===== src/rtl/alu_result_writeback.sv =====
// -----------------------------------------------------------------------------
// alu_result_writeback
//
// Purpose:
//   This block takes ALU results and writes them to the register file and to
//   HI/LO over a narrow bus. Accepted results wait in a small FIFO. A
//   serializer then sends them out one beat at a time:
//     - Ordinary ops (ctl_in 1-2, 5-12) send one beat of C[DATA_W-1:0] to Z/Rdest.
//     - mul (3) and div (4) send C[DATA_W-1:0] to LO, then the upper half to HI.
//     - ctl_in 0 and 13-15 complete the handshake but produce no beat.
//
// Ports:
//   clock      rising-edge clock
//   clear      synchronous active-low reset
//   res_valid  C / ctl_in valid this cycle
//   res_ready  block can accept a result (queue not full, not in reset)
//   ctl_in     opcode that produced C
//   C          2*DATA_W ALU result
//   bus_valid  bus_data / bus_dest hold a write beat
//   bus_ready  sink accepts the current beat
//   bus_data   registered write data
//   bus_dest   registered destination: 00=Z/Rdest, 01=LO, 10=HI
//   busy       queue non-empty or a beat in progress
// -----------------------------------------------------------------------------
module alu_result_writeback #(
    parameter int DATA_W     = 32,
    parameter int FIFO_DEPTH = 2
) (
    input  logic                  clock,
    input  logic                  clear,
    input  logic                  res_valid,
    output logic                  res_ready,
    input  logic [3:0]            ctl_in,
    input  logic [2*DATA_W-1:0]   C,
    output logic                  bus_valid,
    input  logic                  bus_ready,
    output logic [DATA_W-1:0]     bus_data,
    output logic [1:0]            bus_dest,
    output logic                  busy
);

    localparam int PTR_W   = (FIFO_DEPTH > 1) ? $clog2(FIFO_DEPTH) : 1;
    localparam int CNT_W   = PTR_W + 1;
    localparam int ENTRY_W = 2 * DATA_W + 1;

    localparam logic [CNT_W-1:0] DEPTH_C = CNT_W'(FIFO_DEPTH);

    localparam logic [1:0] S_IDLE    = 2'd0;
    localparam logic [1:0] S_SEND_LO = 2'd1;
    localparam logic [1:0] S_SEND_HI = 2'd2;

    // Opcodes that produce at least one beat.
    function automatic logic op_is_queued(input logic [3:0] op);
        logic r;
        case (op)
            4'd1, 4'd2, 4'd3, 4'd4, 4'd5, 4'd6, 4'd7, 4'd8,
            4'd9, 4'd10, 4'd11, 4'd12: r = 1'b1;
            default:                   r = 1'b0;
        endcase
        return r;
    endfunction

    // mul and div write both LO and HI.
    function automatic logic op_is_double(input logic [3:0] op);
        logic r;
        case (op)
            4'd3, 4'd4: r = 1'b1;
            default:    r = 1'b0;
        endcase
        return r;
    endfunction

    logic [ENTRY_W-1:0]  mem_q [FIFO_DEPTH];
    logic [PTR_W-1:0]    wr_ptr_q, wr_ptr_d;
    logic [PTR_W-1:0]    rd_ptr_q, rd_ptr_d;
    logic [CNT_W-1:0]    count_q, count_d;
    logic [1:0]          state_q, state_d;
    logic [2*DATA_W-1:0] cur_c_q, cur_c_d;
    logic                cur_dbl_q, cur_dbl_d;
    logic                bus_valid_q, bus_valid_d;
    logic [DATA_W-1:0]   bus_data_q, bus_data_d;
    logic [1:0]          bus_dest_q, bus_dest_d;
    logic                busy_q, busy_d;

    logic                res_ready_s;
    logic                push_s;
    logic                pop_s;
    logic                beat_done_s;
    logic                load_next_s;
    logic [ENTRY_W-1:0]  head_s;

    // Next-state logic for the queue, the serializer and the registered bus outputs.
    always_comb begin
        // Full means refused, even if the head leaves this same cycle.
        res_ready_s = clear && (count_q < DEPTH_C);
        push_s      = res_valid && res_ready_s && op_is_queued(ctl_in);
        beat_done_s = bus_valid_q && bus_ready;
        head_s      = mem_q[rd_ptr_q];
        load_next_s = 1'b0;
        pop_s       = 1'b0;
        state_d     = state_q;
        cur_c_d     = cur_c_q;
        cur_dbl_d   = cur_dbl_q;
        bus_data_d  = bus_data_q;
        bus_dest_d  = bus_dest_q;

        case (state_q)
            S_IDLE: begin
                if (count_q != {CNT_W{1'b0}}) begin
                    load_next_s = 1'b1;
                end else begin
                    state_d = S_IDLE;
                end
            end
            S_SEND_LO: begin
                if (beat_done_s) begin
                    if (cur_dbl_q) begin
                        state_d    = S_SEND_HI;
                        bus_data_d = cur_c_q[2*DATA_W-1:DATA_W];
                        bus_dest_d = 2'b10;
                    end else if (count_q != {CNT_W{1'b0}}) begin
                        load_next_s = 1'b1;
                    end else begin
                        state_d    = S_IDLE;
                        bus_data_d = {DATA_W{1'b0}};
                        bus_dest_d = 2'b00;
                    end
                end else begin
                    state_d = S_SEND_LO;
                end
            end
            S_SEND_HI: begin
                if (beat_done_s) begin
                    if (count_q != {CNT_W{1'b0}}) begin
                        load_next_s = 1'b1;
                    end else begin
                        state_d    = S_IDLE;
                        bus_data_d = {DATA_W{1'b0}};
                        bus_dest_d = 2'b00;
                    end
                end else begin
                    state_d = S_SEND_HI;
                end
            end
            default: begin
                state_d    = S_IDLE;
                bus_data_d = {DATA_W{1'b0}};
                bus_dest_d = 2'b00;
            end
        endcase

        // Pop the queue head straight into the LO beat; this keeps beats back-to-back.
        if (load_next_s) begin
            pop_s      = 1'b1;
            state_d    = S_SEND_LO;
            cur_c_d    = head_s[2*DATA_W-1:0];
            cur_dbl_d  = head_s[ENTRY_W-1];
            bus_data_d = head_s[DATA_W-1:0];
            bus_dest_d = head_s[ENTRY_W-1] ? 2'b01 : 2'b00;
        end else begin
            pop_s = 1'b0;
        end

        wr_ptr_d = push_s ? (wr_ptr_q + PTR_W'(1)) : wr_ptr_q;
        rd_ptr_d = pop_s  ? (rd_ptr_q + PTR_W'(1)) : rd_ptr_q;

        case ({push_s, pop_s})
            2'b10:   count_d = count_q + CNT_W'(1);
            2'b01:   count_d = count_q - CNT_W'(1);
            default: count_d = count_q;
        endcase

        bus_valid_d = (state_d != S_IDLE);
        busy_d      = (count_d != {CNT_W{1'b0}}) || (state_d != S_IDLE);
    end

    // Control and output registers with synchronous active-low clear.
    always_ff @(posedge clock) begin
        if (!clear) begin
            wr_ptr_q    <= {PTR_W{1'b0}};
            rd_ptr_q    <= {PTR_W{1'b0}};
            count_q     <= {CNT_W{1'b0}};
            state_q     <= S_IDLE;
            cur_c_q     <= {(2*DATA_W){1'b0}};
            cur_dbl_q   <= 1'b0;
            bus_valid_q <= 1'b0;
            bus_data_q  <= {DATA_W{1'b0}};
            bus_dest_q  <= 2'b00;
            busy_q      <= 1'b0;
        end else begin
            wr_ptr_q    <= wr_ptr_d;
            rd_ptr_q    <= rd_ptr_d;
            count_q     <= count_d;
            state_q     <= state_d;
            cur_c_q     <= cur_c_d;
            cur_dbl_q   <= cur_dbl_d;
            bus_valid_q <= bus_valid_d;
            bus_data_q  <= bus_data_d;
            bus_dest_q  <= bus_dest_d;
            busy_q      <= busy_d;
        end
    end

    // Queue storage. Stale entries are harmless because occupancy gates reads.
    always_ff @(posedge clock) begin
        if (push_s) begin
            mem_q[wr_ptr_q] <= {op_is_double(ctl_in), C};
        end
    end

    assign res_ready = res_ready_s;
    assign bus_valid = bus_valid_q;
    assign bus_data  = bus_data_q;
    assign bus_dest  = bus_dest_q;
    assign busy      = busy_q;

endmodule

===== config.mk =====
export PLATFORM = sky130hd
export DESIGN_NAME = alu_result_writeback
export DESIGN_NICKNAME = d
export VERILOG_FILES = /design/src/rtl/alu_result_writeback.sv
export SDC_FILE = /design/constraint.sdc
export NUM_CORES = 1
export LEC_CHECK = 0
export CORE_UTILIZATION = 60
export CTS_CLUSTER_SIZE = 20
export DETAILED_ROUTE_END_ITERATION = 8
export MAX_ROUTING_LAYER = met4
export PLACE_DENSITY_LB_ADDON = 0.05
export RECOVER_POWER = 100
export SYNTH_ARGS = -nofsm -noshare
export SYNTH_HDL_FRONTEND = slang
export SYNTH_SLANG_ARGS = --single-unit

===== constraint.sdc =====
create_clock -name clock -period 10.93 [get_ports clock]
set_input_delay 2.7325 -clock clock [delete_from_list [all_inputs] [get_ports clock]]
set_output_delay 2.7325 -clock clock [all_outputs]
set_load 0.03 [all_outputs]

# Word-level counts from Yosys, hierarchy flattened
# Memories as Yosys holds them, arrays and structs flattened. A register that Yosys moved wholly into a read port is not among the register bits.
# Index checks and enable logic that the tools add are counted.
# totals
ff_bits,107
ramBits,130
mem_bits_ro,16
input_bits,72
wordCells,69
n_memories,2
# memory_table
memory,depth,width,rd,rd_clocked_by_memory_dff,wr,line_no,source
mem_q,2,65,1,1,1,73,logic [ENTRY_W-1:0] mem_q [FIFO_DEPTH];
(no name shown),16,1,1,0,0,55,case (op)
# classes
addsub,4
magnitude_cmp,1
n_eq_ne,9
muxes,32
reduce_logical,11
# op_table
op,n
two-way mux 32 bit,5
case mux 32 bit (3 select lines),1
two-way mux 2 bit,10
two-way mux 1 bit,12
case mux 2 bit (3 select lines),2
!= test 3 bit (second input constant),2
nonzero test 2 bit,3
== test 2 x 1 -> 1 bit (second input constant),2
== test 2 bit (second input constant),2
== test 4 x 2 -> 1 bit (second input constant),1
== test 4 x 3 -> 1 bit (second input constant),1
logical AND 1 bit,4
case mux 2 bit (2 select lines),1
case mux 1 bit (3 select lines),1
AND reduction 3 bit,1
adder 1 bit (second input constant),2
adder 2 x 1 -> 2 bit (second input constant),1
zero test 2 bit,1
less-than comparator 2 bit (second input constant),1
!= test 2 bit (second input constant),1
OR reduction 2 bit,1
subtractor 2 x 1 -> 2 bit (second input constant),1
logical OR 1 bit,1

# Longest topological paths before layout
# Gate-level depths: netlist (run 1).
# logic_depth
ltp_word,10
ltp_mapped,12
depth_no_buf,10

# Least setup slack after synthesis (run 1)
# Ideal clock, no wire load.
# synth_timing
path_type,input to register
start,input clear
end,"memory mem_q[0][0] (netlist name), enable pin"
setup_ns,0.490
t_arrival_ns,6.339
slack_ns,4.101
cell_stages,3
path_buffers,0
cell_sequence,nor2b_1 -> o2111ai_1 -> nor2_1
# synth_via
elab_chain_cells,5
# synth_lines
element,line_no,source
"start, declared",30,"input logic clear,"
logical AND 1 bit,95,res_ready_s = clear && (count_q < DEPTH_C);
logical AND 1 bit (2 in a row),96,push_s = res_valid && res_ready_s && op_is_queued(ctl_in);
two-way mux 1 bit,206,if (push_s) begin
two-way mux 1 bit (implied by the code),207,"mem_q[wr_ptr_q] <= {op_is_double(ctl_in), C};"
"end, declared",73,
# No other way between the ends.

# Worst setup path in the final report (run 1)
# layout_timing
start,input clear
end,output res_ready
# layout_via
elab_chain_cells,1
# layout_lines
element,line_no,source
logical AND 1 bit,95,
"end, declared",32,"output logic res_ready,"
# No other way between the ends.

==> out/metrics.json, run 1 <==
{
  "logic_synthesis": {
    "synth_enable_flop_cells": 130,
    "syn_avg_cell_area_um2": 13.05,
    "syn_inst": 665,
    "synth_cell_type_count": 44,
    "yosys.area.top_type": "sky130_fd_sc_hd__edfxtp_1",
    "ys.flop_type": "sky130_fd_sc_hd__edfxtp_1",
    "synthMostInstantiatedCell": "sky130_fd_sc_hd__edfxtp_1",
    "synth_nets": 742,
    "synth.yosys.seq_area_share_pct": 62.51,
    "ys.warnings.count": 0,
    "asyncSetResetFlopFracSynth_pct": 0,
    "ys_top_cells_by_count": "130 x sky130_fd_sc_hd__edfxtp_1, 76 x sky130_fd_sc_hd__dfxtp_1, 65 x sky130_fd_sc_hd__mux2i_1",
    "post_synth_instance_area_um2": 8678,
    "netlist_top_cells_area": "sky130_fd_sc_hd__edfxtp_1 45%, sky130_fd_sc_hd__dfxtp_1 18%, sky130_fd_sc_hd__mux2i_1 7.5%",
    "netlist.area_leader.share_pct": 44.98,
    "synth_seq_cells": 206
  },
  "power": {
    "comb_power_share_pct": 29.2,
    "power.switching_fraction_pct": 34.07,
    "cell_internal_pwr_mw": 1.697,
    "cellPowerDensity_nw_per_um2": 246.6,
    "switchingPower_mw": 0.8770,
    "power.ir.vdd_worst_mv": 0.1992,
    "power_frac_seq_pct": 43.8,
    "clock_power_share_pct": 26.9,
    "static-leakage-power_nw": 3.708
  },
  "drt": {
    "via_count": 6122,
    "drt_iter0_markers": 654,
    "drc": 0,
    "routed_wl_um": 19480,
    "final_antenna_net_count": 0,
    "detail_route.vias_per_cell": 6.576,
    "drt-pass1-iter-count": 7,
    "routed_wire_length_per_instance_um": 20.92
  },
  "timing": {
    "transition_time_at_the_pin_with_the_least_slew_margin_ns": 3.686,
    "worst_slew_margin_rel_pct": -145.7,
    "layout_min_cycle_time_ns": 7.171,
    "min_period_over_period_pct": 65.61,
    "report.final.hold_viol_count": 0,
    "timing.fmax_ghz": 0.1395,
    "setup_tns_ns": 0,
    "grt_setup_unrepaired": "no",
    "post_route_skew_ns": 0.007170,
    "maxSlewViolCount": 191,
    "setup_violations": 0
  },
  "final_layout": {
    "final_cells": 931,
    "utilization_pct": 74.62,
    "nNetsFinal": 813,
    "synth_to_layout_area_growth_pct": 20.29,
    "filler_cell_count": 929,
    "drive_gt1_share_pct": 5.600
  },
  "global_route": {
    "grt_pass1_wl_um": 30810,
    "gr-total-overflow": 0,
    "largest_net_degree_at_the_start_of_global_routing": 77,
    "gr-usage-all-layers_pct": 27.17,
    "grt_antenna_before_repair": 1,
    "grt_pass1_vias": 6222
  },
  "clock_network": {
    "ctsHoldBuffers": 0,
    "tritoncts": "built",
    "maximum_level_of_the_cts_h_tree": 1,
    "total_setup_buffers_inserted_after_cts": 0,
    "cts.repair.resized": 0,
    "worst_skew_pair.late_latency_ns": 0.49,
    "clock_edge_transition_at_the_registers_on_the_reported_setup_and_hold_paths_ns": 0.06,
    "cts.sink_count": 206,
    "cts-buffers-inserted": 21,
    "clock_path_buffers": 3,
    "cts_root_buf": "sky130_fd_sc_hd__clkbuf_16"
  },
  "placed_design": {
    "place_inst": 893,
    "place_hpwl_um": 11220,
    "io_buffer_count": 108,
    "gp_congestion": 0.7944
  },
  "setup_path": {
    "rrSetupSlack_ns": 6.57,
    "worstPathMaxFanout": 76,
    "cp-end-kind": "output port",
    "criticalPathCategory": "in -> out",
    "worst_setup_path_start_kind": "input port",
    "worst_ep_required_time_ns": 8.20,
    "worstPathArrival_ns": 4.44
  },
  "floorplanning": {
    "initial_core_util_pct": 62.04,
    "fp-row-count": 43,
    "fp.dieH_um": 122.3,
    "die_area_um2": 14950,
    "boundaryPins": 109,
    "die_w_um": 122.3,
    "floorplan.core_area_um2": 13990
  },
  "outcome": {
    "outcome": "complete, but fails checks",
    "violations": "max-capacitance violations, max-slew violations"
  },
  "run": {
    "maxCapViolCount": 4
  },
  "min_path": {
    "hold_path.class": "reg -> reg"
  }
}
[cell usage in the layout, fill, tap and decap left out, types with 2 or more instances in the layout]
master and n:
sky130_fd_sc_hd__a21oi_1 33, sky130_fd_sc_hd__mux2i_1 65, sky130_fd_sc_hd__or4_1 2, sky130_fd_sc_hd__a21boi_0 2
sky130_fd_sc_hd__o211ai_1 32, sky130_fd_sc_hd__buf_4 4, sky130_fd_sc_hd__and3_1 3, sky130_fd_sc_hd__nor2b_1 3
sky130_fd_sc_hd__or2_2 2, sky130_fd_sc_hd__clkbuf_8 2, sky130_fd_sc_hd__nor2_1 4, sky130_fd_sc_hd__o21a_1 3
sky130_fd_sc_hd__nor2_4 4, sky130_fd_sc_hd__o21bai_1 2, sky130_fd_sc_hd__inv_1 3, sky130_fd_sc_hd__bufinv_16 2
sky130_fd_sc_hd__nor4b_1 32, sky130_fd_sc_hd__xnor2_1 2, sky130_fd_sc_hd__clkinvlp_4 2, sky130_fd_sc_hd__dlygate4sd3_1 103
sky130_fd_sc_hd__o21ai_0 38, sky130_fd_sc_hd__and2_0 2, sky130_fd_sc_hd__o31a_1 32, sky130_fd_sc_hd__clkbuf_16 21
sky130_fd_sc_hd__clkbuf_1 10, sky130_fd_sc_hd__ha_1 4, sky130_fd_sc_hd__nand2_1 38, sky130_fd_sc_hd__a2111oi_0 32
sky130_fd_sc_hd__dfxtp_1 75, sky130_fd_sc_hd__edfxtp_1 130, sky130_fd_sc_hd__clkinv_1 3, sky130_fd_sc_hd__o211a_1 34
sky130_fd_sc_hd__clkdlybuf4s50_1 4
[metrics by stage]
step           total power [mW]  instance area, µm²  hold slack (ns)  setup WS, ns
2_1_floorplan             1.646                8678           0.4717         4.101
3_3_place_gp              1.881                9802           0.4791         3.850
3_5_place_dp              1.909                9802           0.4854         3.833
4_1_cts                   2.601               10470           0.4993         3.829
5_1_grt                   2.690               10440           0.5097         3.639
6_report                  2.574               10440           0.5002         3.759
[power groups by stage]
stage / Combinational, mW / Clock (mW) / Sequential, mW
after global routing: 0.806 / 0.737 / 1.15
after detailed placement: 0.769 / 0 / 1.14
after CTS: 0.773 / 0.702 / 1.13
after floorplan: 0.510 / 0 / 1.14
after global placement: 0.749 / 0 / 1.13
final: 0.753 / 0.694 / 1.13
[per-layer routing]
layer	global-route usage, %	vias up	part of all wire, %
met5	-	-	0
met4	9.527	0	2.7
met3	4.368	53	7.4
met2	43.89	290	48
met1	34.88	2997	42
li1	-	2782	-
[state kept, by name, indices dropped and copies added (netlist names), named ones only]
register,cells
bus_data,32
bus_dest,2
bus_valid,1
busy,1
count_q,2
cur_c_q,32
cur_dbl_q,1
mem_q,130
rd_ptr_q,1
state_q,2
wr_ptr_q,1
[worst paths after layout]
check                                  from           to  depth (start not counted)
worst max-delay path                  clear    res_ready                          4
worst min-delay path            cur_c_q[46]  cur_c_q[46]                          1
worst max register to register   state_q[0]  cur_c_q[63]                          7
worst min register to register  cur_c_q[46]  cur_c_q[46]                          1
[worst max-delay path, cell delays in order]
cell and delay (ns):
sky130_fd_sc_hd__buf_2 0.08, sky130_fd_sc_hd__buf_4 0.61, sky130_fd_sc_hd__nor2b_1 0.25, sky130_fd_sc_hd__dlygate4sd3_1 0.77
[cell families (layout without fill, tap and decap cells)]
kind of cell | count (synthesis) | in the layout | share of synthesized area, %
AO/OA/AOI/OAI | 217 | 217 | 18.71
flip-flops | 206 | 206 | 62.51
AND/OR/NAND/NOR | 99 | 99 | 6.978
buffers and inverters | 71 | 156 | 3.374
multiplexers | 65 | 65 | 7.497
adder cells (fa/ha/maj) | 5 | 5 | 0.7209
XOR/XNOR | 2 | 2 | 0.2019
other | 0 | 1 | 0
[area by class of cell]
type	count	area, µm²	area share [%]
Multi-Input combinational cell	388	2983	28.57
Inverter	3	11.26	0.1079
Clock inverter	8	91.34	0.8750
Timing Repair Buffer	116	1121	10.74
Sequential cell	206	5429	52.01
Clock buffer	29	575.6	5.514
Antenna cell	1	2.502	0.02397
Tap cell	180	225.2	2.157
No activity file was read; power rests on OpenSTA's default activity.
==> inputs of run 2 (changes only) <==
--- a/config.mk
+++ b/config.mk
@@ -5,7 +5,7 @@
 export SDC_FILE = /design/constraint.sdc
 export NUM_CORES = 1
 export LEC_CHECK = 0
-export CORE_UTILIZATION = 60
+export CORE_UTILIZATION = 55
 export CTS_CLUSTER_SIZE = 20
 export DETAILED_ROUTE_END_ITERATION = 8
 export MAX_ROUTING_LAYER = met4
==> constraint.sdc (replaced) <==
create_clock -name clock -period 6.85 [get_ports clock]
set_input_delay 1.7125 -clock clock [delete_from_list [all_inputs] [get_ports clock]]
set_output_delay 1.7125 -clock clock [all_outputs]
set_load 0.03 [all_outputs]
==> run 2 against run 1 <==
Effect of this change:
- combinational power is 62% higher
- via count is 0.67% higher
- largest cell class unchanged
- highest routed layer unchanged
- sequential share of layout area is 0.72 points lower
- the run still ends with max-capacitance violations, max-slew violations left
- global-route usage is 0.40 points lower
==> out/metrics.json, run 2 (synthesis results as in run 1) <==
{
  "timing": {
    "report.final.hold_viol_count": {"value": 0, "change": "unchanged"},
    "post_route_skew": {"value": 0.01161, "unit": "ns", "change": "+0.004443 ns"},
    "grt_setup_unrepaired": "no",
    "timing.fmax_ghz": 0.1895,
    "maxSlewViolCount": {"value": 153, "change": "-20%"},
    "worst_slew_margin_rel": {"value": -75.99, "unit": "%", "change": "+70 points"},
    "layout_min_cycle_time_ns": 5.277,
    "setup_tns": {"value": 0, "unit": "ns", "change": "unchanged"},
    "min_period_over_period_pct": 77.04,
    "transition_time_at_the_pin_with_the_least_slew_margin": {"value": 2.630, "unit": "ns", "change": "-1.056 ns"},
    "setup_violations": {"value": 0, "change": "unchanged"}
  },
  "drt": {
    "route.met2.wl": {"value": 9750, "unit": "µm", "change": "+3.7%"},
    "routed_wire_length_per_instance": {"value": 21.32, "unit": "µm", "change": "+1.9%"},
    "route.top_layer_used": "met4",
    "final_antenna_net_count": {"value": 0, "change": "unchanged"},
    "routed_wl": {"value": 20610, "unit": "µm", "change": "+5.8%"},
    "drt_iter0_markers": {"value": 567, "change": "-13%"},
    "m1WireLength": {"value": 8716, "unit": "µm", "change": "+7.4%"},
    "drt-pass1-iter-count": {"value": 5, "change": "-2"},
    "drc": {"value": 0, "change": "unchanged"},
    "via_count": {"value": 6163, "change": "+0.67%"},
    "routed-wl-met3": {"value": 1487, "unit": "µm", "change": "+3.8%"},
    "detail_route.vias_per_cell": {"value": 6.373, "change": "-3.1%"}
  },
  "global_route": {
    "gr-usage-all-layers": {"value": 26.77, "unit": "%", "change": "-0.40 points"},
    "gr-total-overflow": {"value": 0, "change": "unchanged"},
    "largest_net_degree_at_the_start_of_global_routing": {"value": 101, "change": "+31%"},
    "grt_pass1_wl": {"value": 33050, "unit": "µm", "change": "+7.3%"},
    "grt_pass1_vias": {"value": 6179, "change": "-0.69%"},
    "grt_antenna_before_repair": {"value": 0, "change": "-1"}
  },
  "placed_design": {
    "gp_congestion": {"value": 0.8068, "change": "+1.6%"},
    "io_buffer_count": {"value": 108, "change": "unchanged"},
    "place_inst": {"value": 926, "change": "+3.7%"},
    "place_hpwl": {"value": 11670, "unit": "µm", "change": "+4.0%"}
  },
  "setup_path": {
    "worstPathArrival": {"value": 5.42, "unit": "ns", "change": "+0.98 ns"},
    "crit_start": "ctl_in[1]",
    "worstPathMaxFanout": {"value": 38, "change": "-50%"},
    "cp-end-kind": "flop",
    "worst_ep_required_time": {"value": 6.99, "unit": "ns", "change": "-1.21 ns"},
    "worst_setup_path_start_kind": "input port",
    "rrSetupSlack": {"value": 2.72, "unit": "ns", "change": "-3.85 ns"},
    "ff2ff_path_depth": {"value": 9, "change": "+2"},
    "r2r-end": "busy",
    "r2r_start": "state_q[1]",
    "criticalPathCategory": "in -> reg"
  },
  "floorplanning": {
    "floorplan.core_area": {"value": 15310, "unit": "µm²", "change": "+9.5%"},
    "die_w": {"value": 127.6, "unit": "µm", "change": "+4.4%"},
    "initial_core_util": {"value": 56.67, "unit": "%", "change": "-5.4 points"},
    "fp-row-count": {"value": 45, "change": "+4.7%"},
    "boundaryPins": {"value": 109, "change": "unchanged"},
    "fp.dieH": {"value": 127.6, "unit": "µm", "change": "+4.4%"},
    "die_area": {"value": 16290, "unit": "µm²", "change": "+8.9%"}
  },
  "clock_network": {
    "worst_skew_pair.late_latency": {"value": 0.51, "unit": "ns", "change": "+0.02 ns"},
    "cts.sink_count": {"value": 206, "change": "unchanged"},
    "maximum_level_of_the_cts_h_tree": {"value": 1, "change": "unchanged"},
    "total_setup_buffers_inserted_after_cts": {"value": 0, "change": "unchanged"},
    "clock_path_buffers": {"value": 3, "change": "unchanged"},
    "cts_root_buf": "sky130_fd_sc_hd__clkbuf_16",
    "cts.repair.resized": {"value": 0, "change": "unchanged"},
    "clock_edge_transition_at_the_registers_on_the_reported_setup_and_hold_paths": {"value": 0.06, "unit": "ns", "change": "about the same"},
    "cts-buffers-inserted": {"value": 22, "change": "+4.8%"},
    "ctsHoldBuffers": {"value": 0, "change": "unchanged"},
    "tritoncts": "built"
  },
  "min_path": {
    "holdPathStages": {"value": 1, "change": "unchanged"},
    "hp-start": "cur_c_q[33]",
    "min_delay_worst_endpoint": "cur_c_q[33]",
    "hold_path.class": "reg -> reg"
  },
  "power": {
    "cellPowerDensity": {"value": 399.2, "unit": "nW/µm²", "change": "+62%"},
    "static-leakage-power": {"value": 3.794, "unit": "nW", "change": "+2.3%"},
    "power.ir.vdd_worst": {"value": 0.2690, "unit": "mV", "change": "+35%"}
  },
  "final_layout": {
    "antennaDiodeCount": {"value": 0, "change": "-1"},
    "drive_gt1_share": {"value": 6.614, "unit": "%", "change": "+1.0 points"},
    "layout_commonest_cell": "sky130_fd_sc_hd__edfxtp_1",
    "synth_to_layout_area_growth_pct": 21.97,
    "regArea": {"value": 5429, "unit": "µm²", "change": "unchanged"},
    "multiInputGateArea": {"value": 2955, "unit": "µm²", "change": "-0.92%"},
    "max_flop_register": "mem_q",
    "filler_cell_count": {"value": 1128, "change": "+21%"},
    "largest_register_ff_count": {"value": 130, "change": "unchanged"},
    "final_cell_mix": "130 x sky130_fd_sc_hd__edfxtp_1, 103 x sky130_fd_sc_hd__dlygate4sd3_1, 75 x sky130_fd_sc_hd__dfxtp_1",
    "final_cells": {"value": 967, "change": "+3.9%"},
    "nNetsFinal": {"value": 817, "change": "+0.49%"}
  },
  "run": {
    "maxCapViolCount": {"value": 3, "change": "-1"}
  },
  "outcome": {
    "outcome": "complete, but fails checks",
    "violations": "max-capacitance violations, max-slew violations"
  }
}
## run 2: stage by stage
step           power, mW  hold WS [ns]  utilization (%)  cell area [µm²]  setup WS (ns)
2_1_floorplan      2.626        0.4717                -             8678          1.041
3_3_place_gp       3.019        0.4822            64.27             9843          1.896
3_5_place_dp       3.058        0.4854            64.27             9843          1.868
4_1_cts            4.276        0.5006            69.17            10590          2.391
5_1_grt            4.412        0.5167            69.12            10590          1.281
6_report           4.226        0.4990            69.12            10590          1.573
## run 2: worst max-delay path by stage
stage,to,cells after the start,slack (ns)
2_1_floorplan,mem_q[0][0],3,1.04
3_3_place_gp,busy,9,1.90
3_5_place_dp,busy,9,1.87
4_1_cts,busy,9,2.39
5_1_grt,mem_q[0][26],5,1.28
6_report,mem_q[0][23],5,1.57
## run 2: area by class of cell
class | instances | area share [%]
clock buffers | 32 | 5.839
clock inverters | 8 | 1.241
inverters | 3 | 0.1064
multi-input cells | 388 | 27.92
flip-flops and latches | 206 | 51.29
well taps | 211 | 2.494
repair buffers | 119 | 11.11
## run 2: worst max-delay path: stages
cell and delay (ns):
sky130_fd_sc_hd__dlygate4sd3_1 0.57, sky130_fd_sc_hd__nor2_1 0.17, sky130_fd_sc_hd__o2111ai_1 0.23, sky130_fd_sc_hd__nor2_1 1.98, sky130_fd_sc_hd__buf_4 0.72
## run 2: layer usage
metal | global-route usage [%] | vias up
li1 | - | 2794
met4 | 9.412 | 0
met1 | 34.54 | 3015
met5 | - | -
met2 | 42.85 | 294
met3 | 4.774 | 60
## run 2: power by group
group	total, mW	internal (mW)	switching, mW
sequential	1.79	1.56	0.232
combinational	1.22	0.487	0.732
clock	1.21	0.743	0.471
==> inputs of run 3 (changes only) <==
--- a/config.mk
+++ b/config.mk
@@ -5,7 +5,7 @@
 export SDC_FILE = /design/constraint.sdc
 export NUM_CORES = 1
 export LEC_CHECK = 0
-export CORE_UTILIZATION = 55
+export CORE_UTILIZATION = 50
 export CTS_CLUSTER_SIZE = 20
 export DETAILED_ROUTE_END_ITERATION = 8
 export MAX_ROUTING_LAYER = met4
==> constraint.sdc (replaced) <==
create_clock -name clock -period 4.25 [get_ports clock]
set_input_delay 1.0625 -clock clock [delete_from_list [all_inputs] [get_ports clock]]
set_output_delay 1.0625 -clock clock [all_outputs]
set_load 0.03 [all_outputs]
==> run 3 against run 2 <==
Effect of this change:
- the flow still finishes with violations (max-capacitance violations, max-slew violations)
- worst setup slack got worse by 0.78 ns
- first-iteration DRC count rose by 22%
- critical path depth did not move
- design area fell by 0.47%
- die area rose by 9.8%
- clock power rose by 45%
==> out/metrics.json, run 3 (synthesis results as in run 1) <==
{
  "placed_design": {
    "gp_congestion": {"value": 0.8238, "change": "+2.1%"},
    "place_hpwl": {"value": 11840, "unit": "µm", "change": "+1.5%"},
    "placed_area": {"value": 9899, "unit": "µm²", "change": "+0.57%"},
    "io_buffer_count": {"value": 108, "change": "unchanged"},
    "place_inst": {"value": 938, "change": "+1.3%"}
  },
  "outcome": {
    "violations": "max-capacitance violations, max-slew violations",
    "outcome": "complete, but fails checks"
  },
  "drt": {
    "routed_wl": {"value": 20090, "unit": "µm", "change": "-2.6%"},
    "routed_wire_length_per_instance": {"value": 20.54, "unit": "µm", "change": "-3.7%"},
    "detail_route.vias_per_cell": {"value": 6.154, "change": "-3.4%"},
    "routed-wl-met3": {"value": 1361, "unit": "µm", "change": "-8.5%"},
    "drt_iter0_markers": {"value": 689, "change": "+22%"},
    "drc": {"value": 0, "change": "unchanged"},
    "route.met2.wl": {"value": 9408, "unit": "µm", "change": "-3.5%"},
    "drt-pass1-iter-count": {"value": 5, "change": "unchanged"},
    "final_antenna_net_count": {"value": 0, "change": "unchanged"},
    "m1WireLength": {"value": 9001, "unit": "µm", "change": "+3.3%"},
    "route.top_layer_used": "met4",
    "via_count": {"value": 6019, "change": "-2.3%"}
  },
  "run": {
    "maxCapViolCount": {"value": 2, "change": "-1"}
  },
  "global_route": {
    "grt_pass1_wl": {"value": 32490, "unit": "µm", "change": "-1.7%"},
    "largest_net_degree_at_the_start_of_global_routing": {"value": 101, "change": "unchanged"},
    "gr-total-overflow": {"value": 0, "change": "unchanged"},
    "grt_pass1_vias": {"value": 5987, "change": "-3.1%"},
    "gr-usage-all-layers": {"value": 23.46, "unit": "%", "change": "-3.3 points"},
    "grt_antenna_before_repair": {"value": 0, "change": "unchanged"}
  },
  "power": {
    "static-leakage-power": {"value": 3.747, "unit": "nW", "change": "-1.3%"},
    "cellPowerDensity": {"value": 627.6, "unit": "nW/µm²", "change": "+57%"},
    "power.ir.vdd_worst": {"value": 0.3996, "unit": "mV", "change": "+49%"}
  },
  "floorplanning": {
    "initial_core_util": {"value": 51.78, "unit": "%", "change": "-4.9 points"},
    "floorplan.core_area": {"value": 16760, "unit": "µm²", "change": "+9.4%"},
    "boundaryPins": {"value": 109, "change": "unchanged"},
    "fp.dieH": {"value": 133.7, "unit": "µm", "change": "+4.8%"},
    "die_w": {"value": 133.7, "unit": "µm", "change": "+4.8%"},
    "fp-row-count": {"value": 47, "change": "+4.4%"},
    "die_area": {"value": 17890, "unit": "µm²", "change": "+9.8%"}
  },
  "final_layout": {
    "utilization": {"value": 62.86, "unit": "%", "change": "-6.3 points"},
    "synth_to_layout_area_growth_pct": 21.40,
    "final_cell_area": {"value": 10540, "unit": "µm²", "change": "-0.47%"},
    "max_flop_register": "mem_q",
    "largest_register_ff_count": {"value": 130, "change": "unchanged"},
    "final_cells": {"value": 978, "change": "+1.1%"},
    "nNetsFinal": {"value": 819, "change": "+0.24%"},
    "drive_gt1_share": {"value": 6.728, "unit": "%", "change": "+0.11 points"},
    "layout_commonest_cell": "sky130_fd_sc_hd__edfxtp_1",
    "antennaDiodeCount": {"value": 0, "change": "unchanged"},
    "final_cell_mix": "130 x sky130_fd_sc_hd__edfxtp_1, 103 x sky130_fd_sc_hd__dlygate4sd3_1, 75 x sky130_fd_sc_hd__dfxtp_1"
  },
  "timing": {
    "report.final.hold_viol_count": {"value": 0, "change": "unchanged"},
    "post_route_skew": {"value": 0.01030, "unit": "ns", "change": "-0.001311 ns"},
    "maxSlewViolCount": {"value": 62, "change": "-59%"},
    "setup_violations": {"value": 0, "change": "unchanged"},
    "min_period_over_period_pct": 81.37,
    "layout_min_cycle_time_ns": 3.458,
    "worst_slew_margin_rel": {"value": -9.803, "unit": "%", "change": "+66 points"},
    "transition_time_at_the_pin_with_the_least_slew_margin": {"value": 1.647, "unit": "ns", "change": "-0.9831 ns"},
    "grt_setup_unrepaired": "no",
    "timing.fmax_ghz": 0.2892
  },
  "clock_network": {
    "cts.sink_count": {"value": 206, "change": "unchanged"},
    "ctsHoldBuffers": {"value": 0, "change": "unchanged"},
    "worst_skew_pair.late_latency": {"value": 0.49, "unit": "ns", "change": "-0.02 ns"},
    "maximum_level_of_the_cts_h_tree": {"value": 1, "change": "unchanged"},
    "total_setup_buffers_inserted_after_cts": {"value": 0, "change": "unchanged"},
    "cts_root_buf": "sky130_fd_sc_hd__clkbuf_16",
    "cts.repair.resized": {"value": 0, "change": "unchanged"},
    "clock_path_buffers": {"value": 3, "change": "unchanged"},
    "clock_edge_transition_at_the_registers_on_the_reported_setup_and_hold_paths": {"value": 0.06, "unit": "ns", "change": "about the same"},
    "cts-buffers-inserted": {"value": 22, "change": "unchanged"},
    "tritoncts": "built"
  },
  "setup_path": {
    "worst_ep_required_time": {"value": 4.33, "unit": "ns", "change": "-2.66 ns"},
    "worstPathMaxFanout": {"value": 26, "change": "-32%"},
    "worst_setup_path_start_kind": "input port",
    "cp-end-kind": "flop",
    "worstPathArrival": {"value": 3.54, "unit": "ns", "change": "-1.88 ns"},
    "criticalPathCategory": "in -> reg"
  },
  "min_path": {
    "hold_path.class": "reg -> reg"
  }
}
[run 3: changes by cell type in the layout (fill, tap and decap cells not counted), moves of 2 or more]
cell / delta
sky130_fd_sc_hd__bufinv_16: -3
sky130_fd_sc_hd__clkbuf_1: +3
sky130_fd_sc_hd__clkbuf_8: -2
sky130_fd_sc_hd__clkinvlp_4: +2
sky130_fd_sc_hd__nor2_1: -2
sky130_fd_sc_hd__nor2_4: +2
[run 3: final cells by class]
class / instances / area [µm²]
clock inverters: 7 / 41.29
fillers: 1296 / 6225
clock buffers: 33 / 623.1
flip-flops and latches: 206 / 5429
repair buffers: 121 / 1177
inverters: 3 / 11.26
well taps: 220 / 275.3
multi-input cells: 388 / 2978
[run 3: final timing paths]
path	start	endpoint	slack (ns)	depth (start not counted)
max	ctl_in[1]	mem_q[0][11]	0.79	5
min	cur_c_q[34]	cur_c_q[34]	0.50	1
max reg2reg	state_q[0]	bus_data[28]	1.40	8
min reg2reg	cur_c_q[34]	cur_c_q[34]	0.50	1
[run 3: worst max-delay path, cell delays in order]
cell,delay (ns)
sky130_fd_sc_hd__dlygate4sd3_1,0.57
sky130_fd_sc_hd__nor2_1,0.16
sky130_fd_sc_hd__o2111ai_1,0.35
sky130_fd_sc_hd__nor2_4,0.19
sky130_fd_sc_hd__clkbuf_1,1.21
[run 3: through the flow]
step                      hold WS [ns]  total power, mW  setup slack, ns  TNS, ns
after floorplan                 0.4717            4.233          -0.9090  -116.96
after global placement          0.4829            4.892           0.8679        0
after detailed placement        0.4897            4.957           0.7932        0
after CTS                       0.5040            6.708            1.185        0
after global routing            0.5219            6.920           0.6707        0
final                           0.5005            6.612           0.7916        0
[run 3: metal layers]
layer	GRT usage, %	vias up
met5	-	-
met4	5.240	0
met3	3.843	30
met2	36.61	249
met1	32.22	2951
li1	-	2789
[run 3: power by group]
group          switching, mW  total (mW)  internal, mW
sequential             0.381        2.89          2.51
combinational           1.17        1.96         0.793
clock                  0.741        1.76          1.02
